### config.mk
export PLATFORM = sky130hd
export DESIGN_NAME = seg_tally_reader
export DESIGN_NICKNAME = d
export VERILOG_FILES = /design/src/rtl/seg_tally_pkg.sv /design/src/rtl/Segment_To_Binary.sv /design/src/rtl/seg_tally_reader.sv
export SDC_FILE = /design/constraint.sdc
export NUM_CORES = 1
export LEC_CHECK = 0
export CORE_MARGIN = 5
export CORE_UTILIZATION = 56
export DETAILED_ROUTE_END_ITERATION = 10
export PLACE_DENSITY = 0.77
export RECOVER_POWER = 100
export SETUP_SLACK_MARGIN = 0.15
export SYNTH_ARGS = -nofsm -noshare
export SYNTH_HDL_FRONTEND = slang
export SYNTH_SLANG_ARGS = --single-unit
export TNS_END_PERCENT = 10
### constraint.sdc
create_clock -name i_Clk -period 6.5 [get_ports i_Clk]
set_input_delay 1.625 -clock i_Clk [delete_from_list [all_inputs] [get_ports i_Clk]]
set_output_delay 1.625 -clock i_Clk [all_outputs]
set_load 0.02 [all_outputs]
### src/rtl/seg_tally_pkg.sv
// seg_tally_pkg -- shared definitions for the seven-segment score reader.
//   Segment bit indices within a glyph bus ({G,F,E,D,C,B,A}, bit 0 = A).
//   GLYPH_TBL: active-high segment pattern of each hex digit 0..F.
//   state_t / ST_*: FSM state encoding used by seg_tally_reader.
package seg_tally_pkg;

  localparam int SEG_A = 0;
  localparam int SEG_B = 1;
  localparam int SEG_C = 2;
  localparam int SEG_D = 3;
  localparam int SEG_E = 4;
  localparam int SEG_F = 5;
  localparam int SEG_G = 6;
  localparam int SEG_W = SEG_G + 1;

  localparam logic [SEG_W-1:0] GA = 7'(1) << SEG_A;
  localparam logic [SEG_W-1:0] GB = 7'(1) << SEG_B;
  localparam logic [SEG_W-1:0] GC = 7'(1) << SEG_C;
  localparam logic [SEG_W-1:0] GD = 7'(1) << SEG_D;
  localparam logic [SEG_W-1:0] GE = 7'(1) << SEG_E;
  localparam logic [SEG_W-1:0] GF = 7'(1) << SEG_F;
  localparam logic [SEG_W-1:0] GG = 7'(1) << SEG_G;

  localparam logic [SEG_W-1:0] GLYPH_TBL [16] = '{
    GA | GB | GC | GD | GE | GF,       // 0
    GB | GC,                           // 1
    GA | GB | GD | GE | GG,            // 2
    GA | GB | GC | GD | GG,            // 3
    GB | GC | GF | GG,                 // 4
    GA | GC | GD | GF | GG,            // 5
    GA | GC | GD | GE | GF | GG,       // 6
    GA | GB | GC,                      // 7
    GA | GB | GC | GD | GE | GF | GG,  // 8
    GA | GB | GC | GD | GF | GG,       // 9
    GA | GB | GC | GE | GF | GG,       // A
    GC | GD | GE | GF | GG,            // b
    GA | GD | GE | GF,                 // C
    GB | GC | GD | GE | GG,            // d
    GA | GD | GE | GF | GG,            // E
    GA | GE | GF | GG                  // F
  };

  typedef logic [1:0] state_t;
  localparam state_t ST_IDLE   = 2'd0;
  localparam state_t ST_SETTLE = 2'd1;
  localparam state_t ST_COMMIT = 2'd2;

endpackage

### src/rtl/Segment_To_Binary.sv
// Segment_To_Binary -- combinational seven-segment glyph decoder.
//   i_Segment : active-high segments {G,F,E,D,C,B,A}
//   o_Nibble  : decoded hex value (0 when illegal)
//   o_Legal   : 1 when i_Segment matches one of the 16 hex glyphs
module Segment_To_Binary
  import seg_tally_pkg::*;
(
  input  logic [SEG_W-1:0] i_Segment,
  output logic [3:0]       o_Nibble,
  output logic             o_Legal
);

  always_comb begin
    o_Nibble = 4'h0;
    o_Legal  = 1'b0;
    for (int i = 0; i < 16; i++) begin
      if (i_Segment == GLYPH_TBL[i]) begin
        o_Nibble = 4'(i);
        o_Legal  = 1'b1;
      end
    end
  end

endmodule

### src/rtl/seg_tally_reader.sv
// seg_tally_reader -- reads a two-digit seven-segment score display, waits
// for the pattern to settle, and reports committed scores plus change events.
//   i_Clk, i_Reset (sync, active-high)
//   i_Segment1/2   : tens / units glyphs {G,F,E,D,C,B,A}
//   o_Score        : last committed score {tens,units}
//   o_Score_Valid  : a score has been committed since reset
//   o_Update       : pulse on each commit; o_Inc/o_Dec/o_Clear/o_Jump coincide
//   o_Error        : pulse when a settled pattern is not a legal glyph pair
// Build option: SEG_INPUT_ACTIVE_LOW_EN inverts both segment buses at the
// sample stage for active-low display drive.
//
// state  | meaning
// IDLE   | waiting for a pattern different from the last recorded one
// SETTLE | counting cycles the candidate pattern stays unchanged
// COMMIT | one cycle: decode candidate, update score / flag error
module seg_tally_reader
  import seg_tally_pkg::*;
#(
  parameter int STABLE_LIMIT = 4
) (
  input  logic       i_Clk,
  input  logic       i_Reset,
  input  logic [6:0] i_Segment1,
  input  logic [6:0] i_Segment2,
  output logic [7:0] o_Score,
  output logic       o_Score_Valid,
  output logic       o_Update,
  output logic       o_Inc,
  output logic       o_Dec,
  output logic       o_Clear,
  output logic       o_Jump,
  output logic       o_Error
);

  logic [SEG_W-1:0]   seg1_q, seg2_q;
  logic [2*SEG_W-1:0] cand_q, cand_d, rec_q, rec_d;
  logic               rec_vld_q, rec_vld_d;
  state_t             state_q, state_d;
  logic [7:0]         cnt_q, cnt_d;
  logic [7:0]         score_q, score_d;
  logic               valid_q, valid_d;
  logic               upd_d, inc_d, dec_d, clr_d, jmp_d, err_d;
  logic [2*SEG_W-1:0] pat;
  logic [3:0]         nib1, nib2;
  logic               legal1, legal2;
  logic [7:0]         new_score;

  // Decode the candidate rather than the live sample: the input may already
  // have moved on by the time the FSM sits in COMMIT.
  Segment_To_Binary u_dec_tens (
    .i_Segment (cand_q[2*SEG_W-1:SEG_W]),
    .o_Nibble  (nib1),
    .o_Legal   (legal1)
  );

  Segment_To_Binary u_dec_units (
    .i_Segment (cand_q[SEG_W-1:0]),
    .o_Nibble  (nib2),
    .o_Legal   (legal2)
  );

  assign pat       = {seg1_q, seg2_q};
  assign new_score = {nib1, nib2};

  always_comb begin
    state_d   = state_q;
    cnt_d     = cnt_q;
    cand_d    = cand_q;
    rec_d     = rec_q;
    rec_vld_d = rec_vld_q;
    score_d   = score_q;
    valid_d   = valid_q;
    upd_d     = 1'b0;
    inc_d     = 1'b0;
    dec_d     = 1'b0;
    clr_d     = 1'b0;
    jmp_d     = 1'b0;
    err_d     = 1'b0;
    case (state_q)
      ST_IDLE: begin
        if (!rec_vld_q || pat != rec_q) begin
          cand_d  = pat;
          cnt_d   = 8'd0;
          state_d = ST_SETTLE;
        end
      end
      ST_SETTLE: begin
        if (pat != cand_q) begin
          // Falling back to the recorded pattern ends the episode, so a
          // glitch never causes the old value to be committed a second time.
          if (rec_vld_q && pat == rec_q) begin
            state_d = ST_IDLE;
          end else begin
            cand_d = pat;
            cnt_d  = 8'd0;
          end
        end else begin
          cnt_d = cnt_q + 8'd1;
          if (cnt_d == 8'(STABLE_LIMIT)) state_d = ST_COMMIT;
        end
      end
      ST_COMMIT: begin
        rec_d     = cand_q;
        rec_vld_d = 1'b1;
        state_d   = ST_IDLE;
        if (legal1 && legal2) begin
          score_d = new_score;
          valid_d = 1'b1;
          upd_d   = 1'b1;
          if (valid_q) begin
            if (new_score == score_q + 8'd1)      inc_d = 1'b1;
            else if (new_score == score_q - 8'd1) dec_d = 1'b1;
            else if (new_score == 8'h00)          clr_d = 1'b1;
            else                                  jmp_d = 1'b1;
          end
        end else begin
          err_d = 1'b1;
        end
      end
      default: state_d = ST_IDLE;
    endcase
  end

  always_ff @(posedge i_Clk) begin
    if (i_Reset) begin
      seg1_q        <= '0;
      seg2_q        <= '0;
      state_q       <= ST_IDLE;
      cnt_q         <= 8'd0;
      cand_q        <= '0;
      rec_q         <= '0;
      rec_vld_q     <= 1'b0;
      score_q       <= 8'h00;
      valid_q       <= 1'b0;
      o_Update      <= 1'b0;
      o_Inc         <= 1'b0;
      o_Dec         <= 1'b0;
      o_Clear       <= 1'b0;
      o_Jump        <= 1'b0;
      o_Error       <= 1'b0;
    end else begin
`ifdef SEG_INPUT_ACTIVE_LOW_EN
      seg1_q        <= ~i_Segment1;
      seg2_q        <= ~i_Segment2;
`else
      seg1_q        <= i_Segment1;
      seg2_q        <= i_Segment2;
`endif
      state_q       <= state_d;
      cnt_q         <= cnt_d;
      cand_q        <= cand_d;
      rec_q         <= rec_d;
      rec_vld_q     <= rec_vld_d;
      score_q       <= score_d;
      valid_q       <= valid_d;
      o_Update      <= upd_d;
      o_Inc         <= inc_d;
      o_Dec         <= dec_d;
      o_Clear       <= clr_d;
      o_Jump        <= jmp_d;
      o_Error       <= err_d;
    end
  end

  assign o_Score       = score_q;
  assign o_Score_Valid = valid_q;

endmodule
==> run_results.csv, run 1 <==
group,metric,value,unit
yosys,ys.warnings.count,0,
yosys,syn-instance-count,453,
timing,worst_pin_slew,2710,ps
outcome,violations,"max-capacitance violations, max-slew violations",
floorplan,initial_standard_cell_utilization_of_the_core,57.1,%
timing,max_freq,0.254,GHz
route,drt_wl_total,8.04,mm
cells_and_area,final_layout_size_suffix_gt1_share,5.56,%
yosys,synth.distinct_cells,66,
power_and_ir_drop,power_per_cell_area,196,nW/um^2
yosys,largest_area_contributor_in_the_netlist,"dfxtp_1",
timing,postLayoutSetupSlackWorst,2560,ps
worst_hold_path,worst_hold_launch,"rec_q[9]$_SDFFE_PP0N_",
critical_path,worst-path-max-fanout,65,
yosys,synth-edff-count,0,
place,place.port_buffers,30,
floorplan,top_level_ports,31,
place,place.gp.congestion,0.905,
timing,timing_hold_violations_final,0,
power_and_ir_drop,p_leak,1.66,nW
flow_run,max-cap-violations,1,
critical_path,worstPathCellList,"buf_2, clkbuf_1, or4_1, inv_1, and2_0",
yosys,avgSynthCellArea,8.52,sq um
clock_network,cts.root.buffer_cell,"clkbuf_8",
global_route,gr_usage_total,19.1,%
yosys,flop_and_latch_count_out_of_synthesis,68,
critical_path,regToRegStartpoint,"cand_q[12]$_SDFFE_PP0P_",
route,antenna_left,0,
timing,finalClockSkew,8.80,ps
clock_network,insertion_delay,340,ps
route,detailedRoute.firstIterationViolations,171,
timing,finalWorstPathRequiredPeriod,3940,ps
yosys,yosysTopAreaCellShare,35.3,%
critical_path,critPathMaxStageDelay,1900,ps
clock_network,postCtsSetupRepairBufs,0,
clock_network,post_cts_resize_count,0,
floorplan,die_x,93.0,um
critical_path,r2r_end,"cnt_q[6]$_SDFFE_PP0P_",
critical_path,timing.critical_path.slowest_stage_cell,"clkbuf_1",
cells_and_area,diodes,0,
power_and_ir_drop,p_seq_share,52.4,%
power_and_ir_drop,combinationalPowerShare,5.9,%
yosys,synth_ff_type,"dfxtp_1",
yosys,syn_area,3860,sq um
timing,final_slew_viol_count,66,
critical_path,cp-end-kind,"flop",
clock_network,cts_tree,"done",
cells_and_area,area.growth.synth_to_final,12.3,%
timing,min_hold_slack,468,ps
yosys,post_synth_net_total,472,
floorplan,rows,30,
clock_network,cts_hold_buffers,0,
outcome,run_status,"finished with violations",
floorplan,die_boundary_height,93.0,um
global_route,grt_remaining_overflow,0,
power_and_ir_drop,max-vdd-ir-drop,0.132,mV
route,routed-via-count,3225,
critical_path,setup.worst_path.start_class,"input pin",
place,placement.setup.worst_slack,3490,ps
floorplan,core-area,6760,sq um
clock_network,cts_sinks,68,
route,detail_route.wl_per_cell,14.7,um
worst_hold_path,holdPathStages,2,
clock_network,cts.reportedPaths.clkPinSlew,60,ps
yosys,seq_area_frac_synth,35.3,%
critical_path,reg2reg_depth,7,
worst_hold_path,hold_path.class,"reg -> reg",
timing,rsz0062_at_grt,"false",
floorplan,die-area,8650,sq um
critical_path,worst_setup_path_startpoint,"i_Reset",
critical_path,timing.reg2reg.setup_slack,3520,ps
route,via_per_inst,5.89,
critical_path,worst_endpoint_data_arrival_time,4170,ps
clock_network,clock_path_buffers,2,
power_and_ir_drop,clockPowerShare,41.7,%
clock_network,ctsHtreeMaxLevel,3,
route,post-route-drc-count,0,
clock_network,cts-buffers-inserted,9,
timing,fin_tns_setup,0,ps
cells_and_area,design.final.nets,483,
worst_hold_path,hold_end,"rec_q[9]$_SDFFE_PP0N_",
timing,setup_viol,0,
global_route,grt_antenna_before_repair,0,
critical_path,critPathRequiredTime,6730,ps
global_route,grt_pass1_vias,2973,
yosys,synthArstFlopShare,0,%
power_and_ir_drop,switching_share,22.2,%
place,dp_hpwl,5.60,mm
yosys,synth.top_cells.by_area,"dfxtp_1 (35%), xnor2_1 (8.6%), mux2i_1 (5.7%)",
global_route,grt_first_pass_wirelength,13.3,mm
power_and_ir_drop,p_switching,0.189,mW
global_route,pin_count_of_the_biggest_net_entering_global_routing,66,
route,drtPass1Iterations,4,
timing,min_period_over_period,60.5,%
critical_path,timing.setup.critical_path_class,"in -> reg",
timing,relSlewSlack,-80.4,%
power_and_ir_drop,internal_power_component,0.661,mW
registers in the layout, indices dropped and copies added, names as in the netlist, 2 cells and up:
register / count
cnt_q: 8
seg1_q: 7
seg2_q: 7
rec_q: 14
cand_q: 14
o_Score: 8
state_q: 2
cell type report:
cell class / instances / area [sq um]
clock inverters: 1 / 30.0
repair buffers: 32 / 307
inverters: 11 / 41.3
multi-input cells: 342 / 2320
clock buffers: 14 / 173
flip-flops and latches: 68 / 1360
well taps: 80 / 100
fillers: 582 / 2430
cells by family after synthesis:
| group | count (synthesis) | synth area share, % |
|---|---|---|
| muxes | 24 | 6.29 |
| xor gates and xnor gates | 49 | 11.5 |
| and+or+nand+nor | 196 | 28.0 |
| adders and majority gates | 3 | 0.973 |
| buffers and inverters | 43 | 4.74 |
| DFF | 68 | 35.3 |
| AOI/OAI and AO/OA | 70 | 13.3 |
synthesized netlist by cell type, types with 10 or more instances:
| cell type | instances |
|---|---|
| clkbuf_1 | 14 |
| nand4_1 | 11 |
| mux2i_1 | 22 |
| xor2_1 | 10 |
| buf_2 | 17 |
| nand2_1 | 37 |
| inv_1 | 11 |
| xnor2_1 | 38 |
| nor2_1 | 43 |
| nand3_1 | 15 |
| nor2b_1 | 22 |
| dfxtp_1 | 68 |
| a21oi_1 | 26 |
worst max-delay path: cells and delay by family:
kind          cells  cell delay (ps)
simple gates      2              500
buf+inv           3             2030
worst max-delay path by stage:
stage                                   end  slack, ps  cells after the start
after floorplan           o_Jump$_SDFF_PP0_       4030                      2
after global placement    o_Jump$_SDFF_PP0_       3510                      4
after detailed placement  o_Jump$_SDFF_PP0_       3490                      4
after CTS                        o_Score[3]       3310                      1
after global routing       o_Dec$_SDFF_PP0_       2320                      5
final                      o_Dec$_SDFF_PP0_       2560                      5
metal layers:
layer	part of all wire [%]	GRT usage [%]	vias up
li1	-	-	1602
met4	2.4	9.52	0
met2	48	31.0	74
met3	4.8	4.75	19
met5	0	0	-
met1	45	23.5	1530
power by group through the flow:
stage	Combinational [mW]	Clock (mW)	Sequential [mW]
global route	0.0554	0.379	0.448
detailed placement	0.0499	0	0.455
floorplan	0.0460	0	0.442
finish	0.0500	0.354	0.446
CTS	0.0503	0.362	0.445
global placement	0.0489	0	0.454
stage by stage:
stage	power, mW	std cells	utilization (%)	cell area, sq um
final	0.850	548	64.1	4330
after global placement	0.503	533	61.1	4130
after detailed placement	0.505	533	61.1	4130
after global routing	0.882	548	64.1	4330
after floorplan	0.488	453	-	3860
after CTS	0.858	548	64.1	4330
placed cells by master (no fill, tap or decap), types with 5 or more instances in the layout:
master	n
mux2i_1	22
inv_1	11
clkbuf_8	12
nand3_1	15
nor2b_1	22
o21ai_0	9
xnor2_1	38
nand2b_1	8
dfxtp_1	68
and3_1	6
nor3b_1	5
xor2_1	10
nor2_1	43
nor4_1	6
clkdlybuf4s50_1	14
dlygate4sd3_1	15
a21oi_1	26
nand4_1	11
or3_1	5
or3b_1	5
nand4b_1	5
nand2_1	37
Power figures use the tool's default switching activity.
==> run 2: changes to the inputs <==
--- a/config.mk
+++ b/config.mk
@@ -6,7 +6,7 @@
 export NUM_CORES = 1
 export LEC_CHECK = 0
 export CORE_MARGIN = 5
-export CORE_UTILIZATION = 56
+export CORE_UTILIZATION = 53
 export DETAILED_ROUTE_END_ITERATION = 10
 export PLACE_DENSITY = 0.77
 export RECOVER_POWER = 100
==> constraint.sdc (replaced) <==
create_clock -name i_Clk -period 3.32 [get_ports i_Clk]
set_input_delay 0.83 -clock i_Clk [delete_from_list [all_inputs] [get_ports i_Clk]]
set_output_delay 0.83 -clock i_Clk [all_outputs]
set_load 0.02 [all_outputs]
==> run_results.csv, run 2 (synthesis results as in run 1) <==
group,metric,value,unit
critical_path,setup.worst_path.start_class,"flop",
place,place.gp.congestion,0.904,
clock_network,postCtsSetupRepairBufs,0,
global_route,grt_antenna_before_repair,0,
cells_and_area,design.final.nets,485,
clock_network,cts.root.buffer_cell,"clkbuf_8",
clock_network,cts_tree,"done",
floorplan,die_boundary_height,95.3,um
critical_path,cp-end-kind,"flop",
route,drtPass1Iterations,4,
critical_path,critPathRequiredTime,3520,ps
place,place.port_buffers,30,
timing,min_hold_slack,472,ps
timing,finalWorstPathRequiredPeriod,2980,ps
place,dp_hpwl,5.80,mm
power_and_ir_drop,finalPower,1.61,mW
clock_network,insertion_delay,350,ps
timing,finalClockSkew,9.28,ps
route,post-route-drc-count,0,
timing,final_slew_viol_count,0,
cells_and_area,final_area,4350,sq um
timing,rsz0062_at_grt,"false",
route,via_per_inst,5.66,
timing,min_period_over_period,89.8,%
clock_network,ctsHtreeMaxLevel,3,
worst_hold_path,hold_path.class,"reg -> reg",
critical_path,cp_num_buf_inv,1,
outcome,run_status,"finished clean",
clock_network,cts_sinks,68,
power_and_ir_drop,max-vdd-ir-drop,0.301,mV
power_and_ir_drop,power_per_cell_area,371,nW/um^2
critical_path,crit_family,"simple AND/OR/NAND/NOR gates",
global_route,grt_pass1_vias,3068,
timing,setup_viol,0,
clock_network,cts.reportedPaths.clkPinSlew,70,ps
cells_and_area,mostFrequentLayoutCells,"dfxtp_1 (68), nor2_1 (43), xnor2_1 (38)",
global_route,grt_first_pass_wirelength,14.2,mm
floorplan,die-area,9080,sq um
cells_and_area,diodes,0,
timing,max_freq,0.335,GHz
floorplan,top_level_ports,31,
critical_path,timing.setup.critical_path_class,"reg -> reg",
critical_path,worst_endpoint_data_arrival_time,3180,ps
critical_path,worst-path-max-fanout,18,
floorplan,initial_standard_cell_utilization_of_the_core,53.8,%
cells_and_area,registers_with_the_most_flip_flops,"cand_q (14), rec_q (14)",
place,detailed_place.area,4170,sq um
clock_network,cts-buffers-inserted,9,
floorplan,die_x,95.3,um
cells_and_area,final_layout_size_suffix_gt1_share,5.96,%
route,detailedRoute.firstIterationViolations,191,
global_route,pin_count_of_the_biggest_net_entering_global_routing,41,
global_route,grt_remaining_overflow,0,
timing,worst_pin_slew,1140,ps
critical_path,timing.critical_path.slowest_stage_cell,"nor3_1",
power_and_ir_drop,p_leak,1.67,nW
critical_path,worstPathCellList,"xnor2_1, nand4_1, nor4_2, nor3_1, clkbuf_1, mux2i_1, nor2_1",
clock_network,clock_path_buffers,2,
timing,fin_tns_setup,0,ps
route,detail_route.wl_per_cell,14.5,um
cells_and_area,area.growth.synth_to_final,12.8,%
flow_run,max-cap-violations,0,
global_route,gr_usage_total,19.8,%
floorplan,core-area,7180,sq um
route,routed-via-count,3223,
critical_path,critPathMaxStageDelay,750,ps
route,antenna_left,0,
cells_and_area,final_common_cell,"dfxtp_1",
timing,timing_hold_violations_final,0,
timing,relSlewSlack,24.1,%
route,drt_wl_total,8.22,mm
floorplan,rows,31,
==> run 2: area by class of cell <==
cell class | count | area [sq um]
flip-flops and latches | 68 | 1360
well taps | 99 | 124
inverters | 11 | 41.3
fillers | 604 | 2820
clock buffers | 14 | 183
repair buffers | 34 | 318
multi-input cells | 342 | 2320
clock inverters | 1 | 5.00
==> run 2: timing repair <==
item | in CTS | in global routing
gates resized for setup | 0 | 1
endpoints found under the setup margin | 0 | 1
hold buffers | 0 | 0
==> run 2: metal layers <==
| metal | GRT usage [%] | up-vias | part of all wire (%) |
|---|---|---|---|
| li1 | - | 1607 | - |
| met4 | 7.69 | 0 | 2.2 |
| met2 | 32.4 | 72 | 48 |
| met1 | 24.8 | 1525 | 45 |
| met3 | 5.13 | 19 | 4.6 |
| met5 | 0 | - | 0 |
==> run 2: tightest hold or removal path: stages (launching register included) <==
cell     delay, ps
dfxtp_1        320
nand2_1         50
a21oi_1         50
==> run 2: path summary, 6_finish.rpt <==
check | startpoint | end | slack (ps) | depth (start not counted)
worst max-delay path | cand_q[1]$_SDFFE_PP0P_ | cand_q[12]$_SDFFE_PP0P_ | 340 | 7
worst min-delay path | rec_q[0]$_SDFFE_PP0N_ | rec_q[0]$_SDFFE_PP0N_ | 470 | 2
worst max register to register | cand_q[1]$_SDFFE_PP0P_ | cand_q[12]$_SDFFE_PP0P_ | 340 | 7
worst min register to register | rec_q[0]$_SDFFE_PP0N_ | rec_q[0]$_SDFFE_PP0N_ | 470 | 2
==> run 2: where the power goes <==
group / switching (mW) / leakage, nW / internal, mW
Combinational: 0.0431 / 1.01 / 0.0566
Sequential: 0.0409 / 0.554 / 0.833
Clock: 0.293 / 0.0986 / 0.348
Total: 0.377 / 1.67 / 1.24
==> run 2: metrics by stage <==
step / cells / util [%] / worst slack [ps]
finish: 569 / 60.6 / 339
global placement: 554 / 58.1 / 585
detailed placement: 554 / 58.1 / 493
floorplan: 453 / - / 971
global route: 569 / 60.6 / 205
CTS: 569 / 60.7 / 486
